==> config.mk <==
export PLATFORM = sky130hd
export DESIGN_NAME = bundle_accumulator
export DESIGN_NICKNAME = d
export VERILOG_FILES = /design/src/rtl/hpu_pkg.sv /design/src/rtl/bundle_lane.sv /design/src/rtl/bundle_accumulator.sv
export SDC_FILE = /design/constraint.sdc
export NUM_CORES = 1
export LEC_CHECK = 0
export CAP_MARGIN = 10
export CORE_MARGIN = 4
export CORE_UTILIZATION = 55
export DETAILED_ROUTE_END_ITERATION = 16
export GPL_TIMING_DRIVEN = 0
export MAX_ROUTING_LAYER = met4
export PLACE_DENSITY = 0.78
export SKIP_CTS_REPAIR_TIMING = 1
export SLEW_MARGIN = 20
export SYNTH_ARGS = -nofsm -noshare
export SYNTH_HDL_FRONTEND = slang
export SYNTH_SLANG_ARGS = --single-unit
==> constraint.sdc <==
create_clock -name clk -period 2.7 [get_ports clk]
set_input_delay 0.54 -clock clk [delete_from_list [all_inputs] [get_ports clk]]
set_output_delay 0.54 -clock clk [all_outputs]
set_load 0.01 [all_outputs]
==> src/rtl/hpu_pkg.sv <==
// Shared types for the hypervector bundling path: per-lane step encoding,
// bundle FSM states and tie-break modes.
package hpu_pkg;

   typedef logic signed [1:0] step_t;

   localparam step_t STEP_POS  = 2'sb01;
   localparam step_t STEP_NEG  = 2'sb11;
   localparam step_t STEP_ZERO = 2'sb00;

   typedef enum logic [1:0] {
      IDLE  = 2'd0,
      ACCUM = 2'd1,
      DRAIN = 2'd2,
      EMIT  = 2'd3
   } bundle_state_t;

   localparam int unsigned TIE_VEC  = 0;
   localparam int unsigned TIE_ZERO = 1;
   localparam int unsigned TIE_ONE  = 2;

endpackage : hpu_pkg

==> src/rtl/bundle_lane.sv <==
// One hypervector lane: step register, saturating signed counter,
// majority threshold with tie resolution, and a clip indicator.
module bundle_lane
   import hpu_pkg::*;
#(
   parameter int unsigned CNT_W    = 8,
   parameter int unsigned TIE_MODE = TIE_VEC
) (
   input  logic clk,
   input  logic rst_n,
   input  logic clr_i,
   input  logic load_i,
   input  logic in_bit_i,
   input  logic store_i,
   input  logic tie_i,
   output logic maj_c_o,
   output logic clip_c_o
);

   localparam int unsigned SUM_W = CNT_W + 1;
   localparam logic signed [SUM_W-1:0] CNT_MAX = SUM_W'((1 << (CNT_W - 1)) - 1);
   localparam logic signed [SUM_W-1:0] CNT_MIN = SUM_W'(-(1 << (CNT_W - 1)));

   step_t                     step_q, step_d;
   logic signed [CNT_W-1:0]   cnt_q, cnt_d;
   logic signed [SUM_W-1:0]   sum_c;

   // Step encode, saturating add, and threshold of the value about to be stored
   always_comb begin
      step_d   = STEP_ZERO;
      clip_c_o = 1'b0;
      maj_c_o  = 1'b0;
      if (load_i && store_i) begin
         step_d = in_bit_i ? STEP_NEG : STEP_POS;
      end

      sum_c = SUM_W'(cnt_q) + SUM_W'(step_q);
      if (sum_c > CNT_MAX) begin
         cnt_d    = CNT_MAX[CNT_W-1:0];
         clip_c_o = 1'b1;
      end else if (sum_c < CNT_MIN) begin
         cnt_d    = CNT_MIN[CNT_W-1:0];
         clip_c_o = 1'b1;
      end else begin
         cnt_d = sum_c[CNT_W-1:0];
      end

      if (cnt_d == '0) begin
         if (TIE_MODE == TIE_ZERO) begin
            maj_c_o = 1'b0;
         end else if (TIE_MODE == TIE_ONE) begin
            maj_c_o = 1'b1;
         end else begin
            maj_c_o = tie_i;
         end
      end else begin
         maj_c_o = cnt_d[CNT_W-1];
      end
   end

   always_ff @(posedge clk) begin
      if (!rst_n || clr_i) begin
         step_q <= STEP_ZERO;
         cnt_q  <= '0;
      end else begin
         step_q <= step_d;
         cnt_q  <= cnt_d;
      end
   end

endmodule : bundle_lane

==> src/rtl/bundle_accumulator.sv <==
// DIM-lane saturating bundle accumulator; thresholds to a majority
// hypervector on finalize and emits it over a valid/ready handshake.
module bundle_accumulator
   import hpu_pkg::*;
#(
   parameter int unsigned DIM      = 32,
   parameter int unsigned CNT_W    = 8,
   parameter int unsigned TIE_MODE = TIE_VEC
) (
   input  logic             clk,
   input  logic             rst_n,
   input  logic             clear,
   input  logic             in_valid,
   output logic             in_ready,
   input  logic [DIM-1:0]   in_vec,
   input  logic [DIM-1:0]   in_store,
   input  logic [DIM-1:0]   tie_vec,
   input  logic             fin_req,
   output logic             out_valid,
   input  logic             out_ready,
   output logic [DIM-1:0]   out_vec,
   output logic [CNT_W-1:0] out_count,
   output logic             sat_flag
);

   bundle_state_t    state_q, state_d;
   logic             in_ready_q, in_ready_d;
   logic             out_valid_q, out_valid_d;
   logic [DIM-1:0]   out_vec_q, out_vec_d;
   logic [CNT_W-1:0] count_q, count_d;
   logic             sat_q, sat_d;

   logic             accept_c;
   logic             hs_c;
   logic             lane_clr_c;
   logic [DIM-1:0]   maj_c;
   logic [DIM-1:0]   clip_c;

   assign accept_c   = in_valid & in_ready_q & ~clear;
   assign hs_c       = out_valid_q & out_ready;
   assign lane_clr_c = clear | hs_c;

   for (genvar g = 0; g < int'(DIM); g++) begin : g_lane
      bundle_lane #(
         .CNT_W    (CNT_W),
         .TIE_MODE (TIE_MODE)
      ) u_lane (
         .clk      (clk),
         .rst_n    (rst_n),
         .clr_i    (lane_clr_c),
         .load_i   (accept_c),
         .in_bit_i (in_vec[g]),
         .store_i  (in_store[g]),
         .tie_i    (tie_vec[g]),
         .maj_c_o  (maj_c[g]),
         .clip_c_o (clip_c[g])
      );
   end

   // Next-state and registered-output logic; clear overrides everything
   always_comb begin
      state_d     = state_q;
      out_valid_d = out_valid_q;
      out_vec_d   = out_vec_q;
      count_d     = count_q;
      sat_d       = sat_q | (|clip_c);

      unique case (state_q)
         IDLE: begin
            if (fin_req)       state_d = DRAIN;
            else if (accept_c) state_d = ACCUM;
         end
         ACCUM: begin
            if (fin_req) state_d = DRAIN;
         end
         DRAIN: begin
            state_d     = EMIT;
            out_valid_d = 1'b1;
            out_vec_d   = maj_c;
         end
         EMIT: begin
            if (hs_c) begin
               state_d     = IDLE;
               out_valid_d = 1'b0;
            end
         end
         default: state_d = IDLE;
      endcase

      if (accept_c && (count_q != '1)) begin
         count_d = count_q + CNT_W'(1);
      end

      if (lane_clr_c) begin
         count_d = '0;
         sat_d   = 1'b0;
      end
      if (clear) begin
         state_d     = IDLE;
         out_valid_d = 1'b0;
      end

      in_ready_d = (state_d == IDLE) || (state_d == ACCUM);
   end

   always_ff @(posedge clk) begin
      if (!rst_n) begin
         state_q     <= IDLE;
         in_ready_q  <= 1'b1;
         out_valid_q <= 1'b0;
         out_vec_q   <= '0;
         count_q     <= '0;
         sat_q       <= 1'b0;
      end else begin
         state_q     <= state_d;
         in_ready_q  <= in_ready_d;
         out_valid_q <= out_valid_d;
         out_vec_q   <= out_vec_d;
         count_q     <= count_d;
         sat_q       <= sat_d;
      end
   end

   assign in_ready  = in_ready_q;
   assign out_valid = out_valid_q;
   assign out_vec   = out_vec_q;
   assign out_count = count_q;
   assign sat_flag  = sat_q;

endmodule : bundle_accumulator

**Word level (Yosys, flattened, before mapping)**

Index checks and enable logic that the tools add are counted.

- Register bits: 365
- Input bits: 102
- Output and inout port bits: 43
- Word-level logic and storage cells: 519

- $add $sub $neg: 33
- Magnitude comparators: 64
- Equal/unequal tests: 6
- Multiplexer cells: 200
- Bitwise logic cells: 39
- Reductions and logical operators: 107

Operators with widths:

| cell | number |
|---|---|
| $mux W8 | 64 |
| $add A8 B2 Y9 | 32 |
| $gt A9 B8 Y1 const B | 32 |
| $lt A9 B8 Y1 const B | 32 |
| $logic_not A8 Y1 | 32 |
| $mux W1 | 97 |
| $mux W2 | 37 |
| $reduce_or A2 Y1 | 34 |
| $not A1 Y1 | 34 |
| $logic_and A1 B1 Y1 | 33 |
| $reduce_or A32 Y1 | 1 |
| $add A8 B1 Y8 const B | 1 |
| $ne A8 B8 Y1 const B | 1 |
| $pmux W2 S4 | 1 |
| $eq A2 B1 Y1 const B | 2 |
| $eq A2 B2 Y1 const B | 2 |
| $logic_not A2 Y1 | 2 |
| $and A1 B1 Y1 | 3 |
| $logic_or A1 B1 Y1 | 2 |
| $ne A2 B2 Y1 const B | 1 |
| $or A1 B1 Y1 | 2 |
| $pmux W1 S2 | 1 |
| $reduce_and A2 Y1 | 1 |
| $reduce_bool A2 Y1 | 1 |
| $logic_not A1 Y1 | 1 |

**Longest topological paths before layout**

Gate-level depths: netlist of the first run.

- Word-level depth: 8
- Mapped depth: 11
- Mapped depth without buffers: 10

**Cells and area by module**

A second synthesis of the first run with hierarchy kept.

- Cells, all modules: 3277
- Area total of the unflattened synthesis: 28708.8 µm²

Modules (own cells, without submodules):

| module | times used | cells an instance | area an instance (µm²) |
|---|---|---|---|
| bundle_lane at g_lane[15].u_lane ... | 21 | 105 | 903.4 |
| bundle_lane at g_lane[0].u_lane ... | 9 | 77 | 713.2 |
| bundle_accumulator | 1 | 212 | 1840.5 |
| bundle_lane at g_lane[26].u_lane | 1 | 90 | 768.2 |
| bundle_lane at g_lane[14].u_lane | 1 | 77 | 710.7 |

**Worst setup path after synthesis of the first run**

Ideal clock, no wire load.

- Path type: register to register
- From: register g_lane[4].u_lane.cnt_q[0]
- To: register out_vec_q[4] (netlist: out_vec[4])
- Library setup time: 0.074 ns
- Data arrival time: 2.528 ns
- Required time: 2.626 ns
- Slack: 0.098 ns
- Stages on the path, launching flop included: 9
- Path buffers: 0
- Period minus slack after synthesis: 2.602 ns
- Cells stage by stage: dfxtp_1 ha_1 fa_1 a21o_1 a211oi_1 nor2_1 or4_1 or4_1 a31oi_1

- Word-level cells in the longest chain between the ends: 6
- Elaborated cells on any way between the ends: 7

Ends and longest elaborated chain:

| item | line | source |
|---|---|---|
| start: declaration | bundle_lane.sv:25 | `logic signed [CNT_W-1:0] cnt_q, cnt_d;` |
| start signal: assignment | bundle_lane.sv:67 | `cnt_q <= cnt_d;` |
| $add A8 B2 Y9 * | bundle_lane.sv:37 | `sum_c = SUM_W'(cnt_q) + SUM_W'(step_q);` |
| $lt A9 B8 Y1 | bundle_lane.sv:41 | `end else if (sum_c < CNT_MIN) begin` |
| $mux W8 | bundle_lane.sv:41 |  |
| $mux W8 * | bundle_lane.sv:38 | `if (sum_c > CNT_MAX) begin` |
| $logic_not A8 Y1 | bundle_lane.sv:48 | `if (cnt_d == '0) begin` |
| $mux W1 * | bundle_lane.sv:48 |  |
| end signal: assignment | bundle_accumulator.sv:118 | `out_vec_q <= out_vec_d;` |
| end: declaration | bundle_accumulator.sv:29 | `logic [DIM-1:0] out_vec_q, out_vec_d;` |

Mark *: on every way between the ends. The rest lies on a longest branch, timed or not.
A chain may end at the register's enable or synchronous reset.

**Worst setup path after layout of the first run**

- From: register g_lane[26].u_lane.cnt_q[0]
- To: register sat_q (netlist: sat_flag)

- Word-level cells in the longest chain between the ends: 6
- Elaborated cells on any way between the ends: 7

Ends and longest elaborated chain:

| item | line | source |
|---|---|---|
| start: declaration | bundle_lane.sv:25 |  |
| start signal: assignment | bundle_lane.sv:67 |  |
| $add A8 B2 Y9 * | bundle_lane.sv:37 |  |
| $lt A9 B8 Y1 | bundle_lane.sv:41 |  |
| $mux W1 | bundle_lane.sv:41 |  |
| $mux W1 * | bundle_lane.sv:38 |  |
| $reduce_or A32 Y1 * | bundle_accumulator.sv:66 | `sat_d = sat_q \| (\|clip_c);` |
| $or A1 B1 Y1 * | bundle_accumulator.sv:66 |  |
| end signal: assignment | bundle_accumulator.sv:120 | `sat_q <= sat_d;` |
| end: declaration | bundle_accumulator.sv:31 | `logic sat_q, sat_d;` |

Marked as above.

==> implementation parameters, run 1 <==
Parameter                              Value

Clocking
  CTS tree ... yes
  Buffer depth of the longest clock path ... 3
  Clock root buffer ... sky130_fd_sc_hd__clkbuf_16
  H-tree depth reported by CTS ... 2
  Inserted Clock Buffers ... 42
  Clock Pin Slew Worst Setup and Hold Paths ... 0.06 ns
  Clock insertion delay at the later pin of the skew report ... 0.57 ns
  Number of sinks on the clock net ... 365

Timing
  Actual transition at the worst max-transition pin ... 0.9698 ns
  Clock period minus final worst setup slack ... 3.001 ns
  Max Freq ... 333.3 MHz
  Headroom to the max-slew limit ... 35.35%
  Setup_tns ... -0.3006 ns
  Worst Setup Slack, final ... -0.3006 ns
  Final Hold Violating Endpoints ... 0
  Layout Skew ... 0.01791 ns
  Setup violations, final ... 1
  Post-route fraction of the period consumed by the critical path ... 111.1%
  Unrepaired setup endpoints after global routing ... yes
  Final count of pins violating max slew ... 0

Cells and area
  Commonest cells after routing, fill and taps aside ... sky130_fd_sc_hd__dfxtp_1, sky130_fd_sc_hd__a21oi_1, sky130_fd_sc_hd__ha_1, sky130_fd_sc_hd__nand2_1, sky130_fd_sc_hd__nor2_1
  Fill cell instance count of the final layout ... 3,113
  Area delta synth->final ... 18.61%
  Most frequent standard cell in the layout excluding fill and tap cells ... sky130_fd_sc_hd__dfxtp_1
  Nets ... 3,191
  Proportion of layout cells with a drive suffix above 1 ... 8.436%

Floorplanning
  Chip height ... 210.3 um
  Number of standard-cell rows in the floorplan ... 73
  Number of I/O pins ... 145
  Std-Cell Core Area ... 40,100 sq um
  X dimension of the die ... 210.3 um
  DIE AREA ... 44,230 sq um
  Initial Utilization ... 56.14%

Worst setup path
  Startpoint types ... flip-flop
  Type of element capturing the critical path ... flip-flop
  Arrival time of data at the critical path endpoint ... 3.44 ns
  Crit path required time ... 3.14 ns
  CP max FO ... 2
  Class of the most critical setup path ... reg -> reg

Synth
  Number of synthesized flops with an enable pin ... 0
  Predominant post-synthesis flop cell ... sky130_fd_sc_hd__dfxtp_1
  Sequential fraction of the synthesis area ... 32.46%
  Net Count, Synth ... 3,006
  Async S/R FF share, synth ... 0%
  Avg Cell Area, Syn ... 8.609 sq um
  Synthesized flop and latch total ... 365
  Distinct cell type count of the synthesized netlist ... 75
  Synthesis warning total ... 0
  Netlist area before placement ... 22,510 sq um
  Gate count of the mapped netlist ... 2,615

Detailed routing
  Antenna violation net count after detailed routing ... 0
  Total via count in the routed design ... 19,930
  1st-pass router iterations ... 5
  Count of routing violations after the opening detailed-route iteration ... 1,406
  Ratio of routed vias to standard cells ... 5.933
  Average wire per cell in the routed design ... 17.43 um
  DRC violation count after routing ... 0
  Routed wire length ... 58,530 um

Power
  IR Drop Worst-Case VDD ... 0.5367 mV
  Switching Share ... 22.46%
  PD cells ... 484.3 nW/um^2
  Proportion of power drawn by combinational gates ... 6.9%
  Portion of total power attributed to the clock network ... 50.4%
  Net switching component of the power ... 2.904 mW
  Share of power burned in registers ... 42.7%
  Cell-internal power ... 10.03 mW
  Reported leakage power ... 11.76 nW

Run
  Total of max-cap violations ... 0

Global routing
  Total GRT Usage ... 25.79%
  Antenna violations before repair ... 1
  Gr ovfl total ... 0
  First-pass GRT wire length ... 93,520 um
  Number of global-route vias before repair ... 19,310
  Pin count of the biggest net entering global routing ... 14

Place
  Half-perimeter wire length after placement ... 42,430 um
  Minimum setup slack after placement ... -0.8737 ns
  Final RePlAce weighted congestion ... 0.9427
  Port Buffer Count ... 144

Outcome
  Violated checks ... negative setup slack
  Status ... complete, but fails checks

Hold path
  Type of the tightest min-delay check ... reg -> reg
area by class of cell:
cell class | instances | area (sq um) | share of cell area (%)
flip-flops and latches | 365 | 7346 | 27.51
repair buffers | 155 | 1524 | 5.707
clock buffers | 54 | 1220 | 4.569
well taps | 525 | 656.9 | 2.460
plain buffers | 47 | 200.2 | 0.7497
diodes | 1 | 2.502 | 0.009372
clock inverters | 23 | 380.4 | 1.424
multi-input cells | 2138 | 15180 | 56.85
inverters | 51 | 191.4 | 0.7169
state kept, by name, summed over array words and instances, names as in the netlist:
name,cells
state_q,2
out_vec,32
out_count,8
in_ready,1
g_lane.u_lane.step_q,64
out_valid,1
g_lane.u_lane.cnt_q,256
sat_flag,1
path summary, 6_finish.rpt:
check	cells after the start	end	from	slack, ns
max	10	sat_flag$_SDFF_PP0_	g_lane[26].u_lane.cnt_q[0]$_SDFF_PP0_	-0.30
min	2	out_count[7]$_SDFFE_PP0P_	out_count[7]$_SDFFE_PP0P_	0.52
max reg2reg	10	sat_flag$_SDFF_PP0_	g_lane[26].u_lane.cnt_q[0]$_SDFF_PP0_	-0.30
min reg2reg	2	out_count[7]$_SDFFE_PP0P_	out_count[7]$_SDFFE_PP0P_	0.52
critical path, cell delays in order (launching register included):
cell                        delay, ns
sky130_fd_sc_hd__dfxtp_2         0.33
sky130_fd_sc_hd__ha_4            0.16
sky130_fd_sc_hd__fa_2            0.40
sky130_fd_sc_hd__a21oi_2         0.17
sky130_fd_sc_hd__o211ai_1        0.15
sky130_fd_sc_hd__o41ai_2         0.45
sky130_fd_sc_hd__xor2_2          0.21
sky130_fd_sc_hd__nor4_2          0.33
sky130_fd_sc_hd__nand4b_1        0.28
sky130_fd_sc_hd__a2111oi_4       0.27
sky130_fd_sc_hd__a31oi_1         0.11
cell usage after synthesis, drive strengths merged (19+ instances only):
master / count / share of area, %
dfxtp: 365 / 32
a21oi: 328 / 7.3
ha: 257 / 14
nand2: 247 / 4.1
nor2: 238 / 4.0
xnor2: 123 / 4.8
xor2: 87 / 3.4
o21ai: 83 / 1.8
nor3: 79 / 1.8
nand3: 68 / 1.5
clkbuf: 57 / 0.99
inv: 51 / 0.85
and3: 49 / 1.4
and2: 48 / 1.3
a31oi: 46 / 1.3
nor2b: 42 / 1.2
a21o: 38 / 1.3
or2: 36 / 1.0
fa: 32 / 2.8
nand2b: 32 / 0.89
a211oi: 27 / 0.92
nor4: 27 / 0.75
maj3: 23 / 1.0
o211ai: 23 / 0.79
o21a: 22 / 0.73
o41ai: 19 / 0.84
routing by layer:
layer	vias to the layer above	part of all wire, %	global-route usage (%)
met2	566	47	42.40
met5	-	0	-
li1	9834	-	-
met1	9402	44	33.15
met3	127	5.8	3.453
met4	0	3.2	8.281
cells by family after synthesis:
family	after synthesis	synth area share (%)
adder cells (fa/ha/maj)	312	18.15
XOR/XNOR	210	8.170
flip-flops	365	32.46
AND/OR/NAND/NOR	947	20.70
buffers and inverters	112	1.951
AO/OA/AOI/OAI	654	17.86
multiplexers	15	0.7059
power groups by stage:
stage | Sequential [mW] | Clock (mW) | Combinational, mW
finish | 5.52 | 6.52 | 0.889
CTS | 5.52 | 6.60 | 0.873
floorplan | 5.64 | 0 | 0.451
detailed placement | 5.64 | 0 | 0.862
global placement | 5.64 | 0 | 0.846
global route | 5.53 | 6.82 | 0.964
per-stage QoR:
step / area [sq um] / utilization (%) / std cells / power, mW / hold slack [ns]
global placement: 24610 / 61.38 / 3284 / 6.484 / 0.4956
global route: 26700 / 66.59 / 3359 / 13.31 / 0.5407
floorplan: 22510 / - / 2615 / 6.088 / 0.4925
CTS: 26230 / 65.40 / 3362 / 13.00 / 0.5236
detailed placement: 24620 / 61.41 / 3285 / 6.501 / 0.5143
finish: 26700 / 66.59 / 3359 / 12.93 / 0.5201
Note: power is estimated with default switching activity, not from simulation.
==> inputs of run 2 (changes only) <==
Settings changed: CORE_UTILIZATION 55 to 50, PLACE_DENSITY 0.78 to 0.72.
==> run 2 against run 1 <==
  * The flow still finishes with violations (negative setup slack)
  * Total power is 4.3% lower
  * Final cell count grew 2.0%
  * Clock power fell by 8.4%
  * Clock skew is 0.0037 ns higher
  * Fmax shrank 2.3%
  * Non-clock buffer count is 3 higher
  * Global-route usage decreased by 1.6 points
  * Combinational power is essentially flat
  * Via count decreased by 1.1%
  * Worst setup slack worse by 0.072 ns
  * Wire length is 0.46% higher
  * Final area hardly changed
==> implementation parameters, run 2 (synthesis gave the netlist of run 1 again) <==
Parameter                              Value

Power
  Portion of total power attributed to the clock network ... 48.2%
  Reported leakage power ... 11.70 nW
  Switching Share ... 23.68%
  IR Drop Worst-Case VDD ... 0.3710 mV
  Proportion of power drawn by combinational gates ... 7.2%
  Net switching component of the power ... 2.931 mW
  Total Power ... 12.38 mW
  Share of power burned in registers ... 44.6%
  PD cells ... 463.6 nW/um^2
  Cell-internal power ... 9.447 mW

Worst setup path
  CP cell instances ... ha_4 -> fa_2 -> a21oi_2 -> o211ai_1 -> o41ai_2 -> xor2_2 -> nor4_4 -> nand4b_1 -> a2111oi_4 -> a31oi_1
  Flop-to-flop setup slack ... -0.37 ns
  CP max FO ... 3
  Worst reg-to-reg path cell count ... 10
  Max stage delay on crit path ... 0.43 ns
  Arrival time of data at the critical path endpoint ... 3.51 ns
  Class of the most critical setup path ... reg -> reg
  Type of element capturing the critical path ... flip-flop
  Critical Path Slowest Stage Cell ... sky130_fd_sc_hd__o41ai_2
  Crit path required time ... 3.14 ns
  Startpoint types ... flip-flop

Timing
  Unrepaired setup endpoints after global routing ... yes
  Worst Setup Slack, final ... -0.3722 ns
  Layout Skew ... 0.02162 ns
  Final count of pins violating max slew ... 0
  Actual transition at the worst max-transition pin ... 1.004 ns
  Setup violations, final ... 1
  Final Hold Violating Endpoints ... 0
  Clock period minus final worst setup slack ... 3.072 ns
  Max Freq ... 325.5 MHz
  Headroom to the max-slew limit ... 33.04%
  Post-route fraction of the period consumed by the critical path ... 113.8%

Floorplanning
  X dimension of the die ... 220.2 um
  Chip height ... 220.2 um
  Number of I/O pins ... 145
  Std-Cell Core Area ... 44,320 sq um
  Number of standard-cell rows in the floorplan ... 77
  Initial Utilization ... 50.80%
  DIE AREA ... 48,480 sq um

Clocking
  CTS tree ... yes
  Clock Pin Slew Worst Setup and Hold Paths ... 0.07 ns
  Clock insertion delay at the later pin of the skew report ... 0.58 ns
  Inserted Clock Buffers ... 42
  Number of sinks on the clock net ... 365
  H-tree depth reported by CTS ... 2
  Buffer depth of the longest clock path ... 3
  Clock root buffer ... sky130_fd_sc_hd__clkbuf_16

Cells and area
  Area used by multi-input combinational logic ... 15,240 sq um
  Fill cell instance count of the final layout ... 3,856
  Core occupancy in the finished layout ... 60.25%
  Area used by sequential logic in the layout ... 7348 sq um
  Area delta synth->final ... 18.61%
  Nets ... 3,194
  Commonest cells after routing, fill and taps aside ... sky130_fd_sc_hd__dfxtp_1, sky130_fd_sc_hd__a21oi_1, sky130_fd_sc_hd__ha_1, sky130_fd_sc_hd__nand2_1, sky130_fd_sc_hd__nor2_1
  Most frequent standard cell in the layout excluding fill and tap cells ... sky130_fd_sc_hd__dfxtp_1
  Biggest register ... g_lane.u_lane.cnt_q
  Number of flip-flops under the largest register name ... 256
  Proportion of layout cells with a drive suffix above 1 ... 8.398%
  ANT cells ... 0
  Area of all placed cells without fillers ... 26,700 sq um

Detailed routing
  DRC violation count after routing ... 0
  1st-pass router iterations ... 5
  Ratio of routed vias to standard cells ... 5.755
  Count of routing violations after the opening detailed-route iteration ... 1,318
  Total via count in the routed design ... 19,720
  Routed wire length ... 58,800 um
  Average wire per cell in the routed design ... 17.16 um
  Antenna violation net count after detailed routing ... 0

Outcome
  Violated checks ... negative setup slack
  Status ... complete, but fails checks

Place
  Port Buffer Count ... 144
  Half-perimeter wire length after placement ... 43,120 um
  Final RePlAce weighted congestion ... 0.9243
  DP Area ... 24,700 sq um

Hold path
  Type of the tightest min-delay check ... reg -> reg
  Worst hold path cell count ... 2

Global routing
  Antenna violations before repair ... 0
  Pin count of the biggest net entering global routing ... 16
  Number of global-route vias before repair ... 19,470
  Total GRT Usage ... 24.20%
  Gr ovfl total ... 0
  First-pass GRT wire length ... 94,300 um

Run
  Total of max-cap violations ... 0
-- run 2: cell count changes in the layout (fill, tap and decap cells not counted), sizes merged --
cell and change:
buf +1, bufinv -6, clkbuf +2, clkinv +2, clkinvlp +1, diode -1, inv +1
-- run 2: critical path, delay by kind of cell, from the launching register on --
kind | cells | cell delay (ns)
xor+xnor | 1 | 0.22
compound gates | 5 | 1.18
fa+ha+maj | 2 | 0.56
flops | 1 | 0.33
simple gates | 2 | 0.63
-- run 2: final timing paths --
kind,startpoint,to
hold / removal,out_count[5]$_SDFFE_PP0P_,out_count[5]$_SDFFE_PP0P_
setup / recovery,g_lane[26].u_lane.cnt_q[0]$_SDFF_PP0_,sat_flag$_SDFF_PP0_
hold reg to reg,out_count[5]$_SDFFE_PP0P_,out_count[5]$_SDFFE_PP0P_
setup reg to reg,g_lane[26].u_lane.cnt_q[0]$_SDFF_PP0_,sat_flag$_SDFF_PP0_
-- run 2: area by class of cell --
class | count | area share, %
multi-input cells | 2138 | 57.07
flip-flops and latches | 365 | 27.52
repair buffers | 156 | 5.736
clock buffers | 54 | 4.560
well taps | 592 | 2.774
clock inverters | 21 | 0.8622
plain buffers | 49 | 0.7638
inverters | 51 | 0.7170
-- run 2: power groups by stage --
stage	clock network (mW)	registers [mW]	logic [mW]
3_5_place_dp	0	5.64	0.865
2_1_floorplan	0	5.64	0.451
4_1_cts	6.09	5.52	0.872
6_report	5.97	5.52	0.888
5_1_grt	6.31	5.53	0.968
3_3_place_gp	0	5.64	0.849
-- run 2: metal layers --
metal | global-route usage, % | routed length (um)
met4 | 8.164 | 1747
met3 | 3.502 | 3153
met2 | 39.70 | 27630
met1 | 30.79 | 26270
met5 | - | 0
-- run 2: stage by stage --
stage	worst slack (ns)	instances	hold WS [ns]	TNS, ns
final	-0.3722	3426	0.5282	-0.3722
after detailed placement	-0.9043	3351	0.5048	-71.87
after CTS	-0.9984	3426	0.5181	-11.98
after floorplan	0.09799	2615	0.4925	0
after global placement	-1.186	3351	0.4969	-92.42
after global routing	-0.4921	3426	0.5301	-0.6947
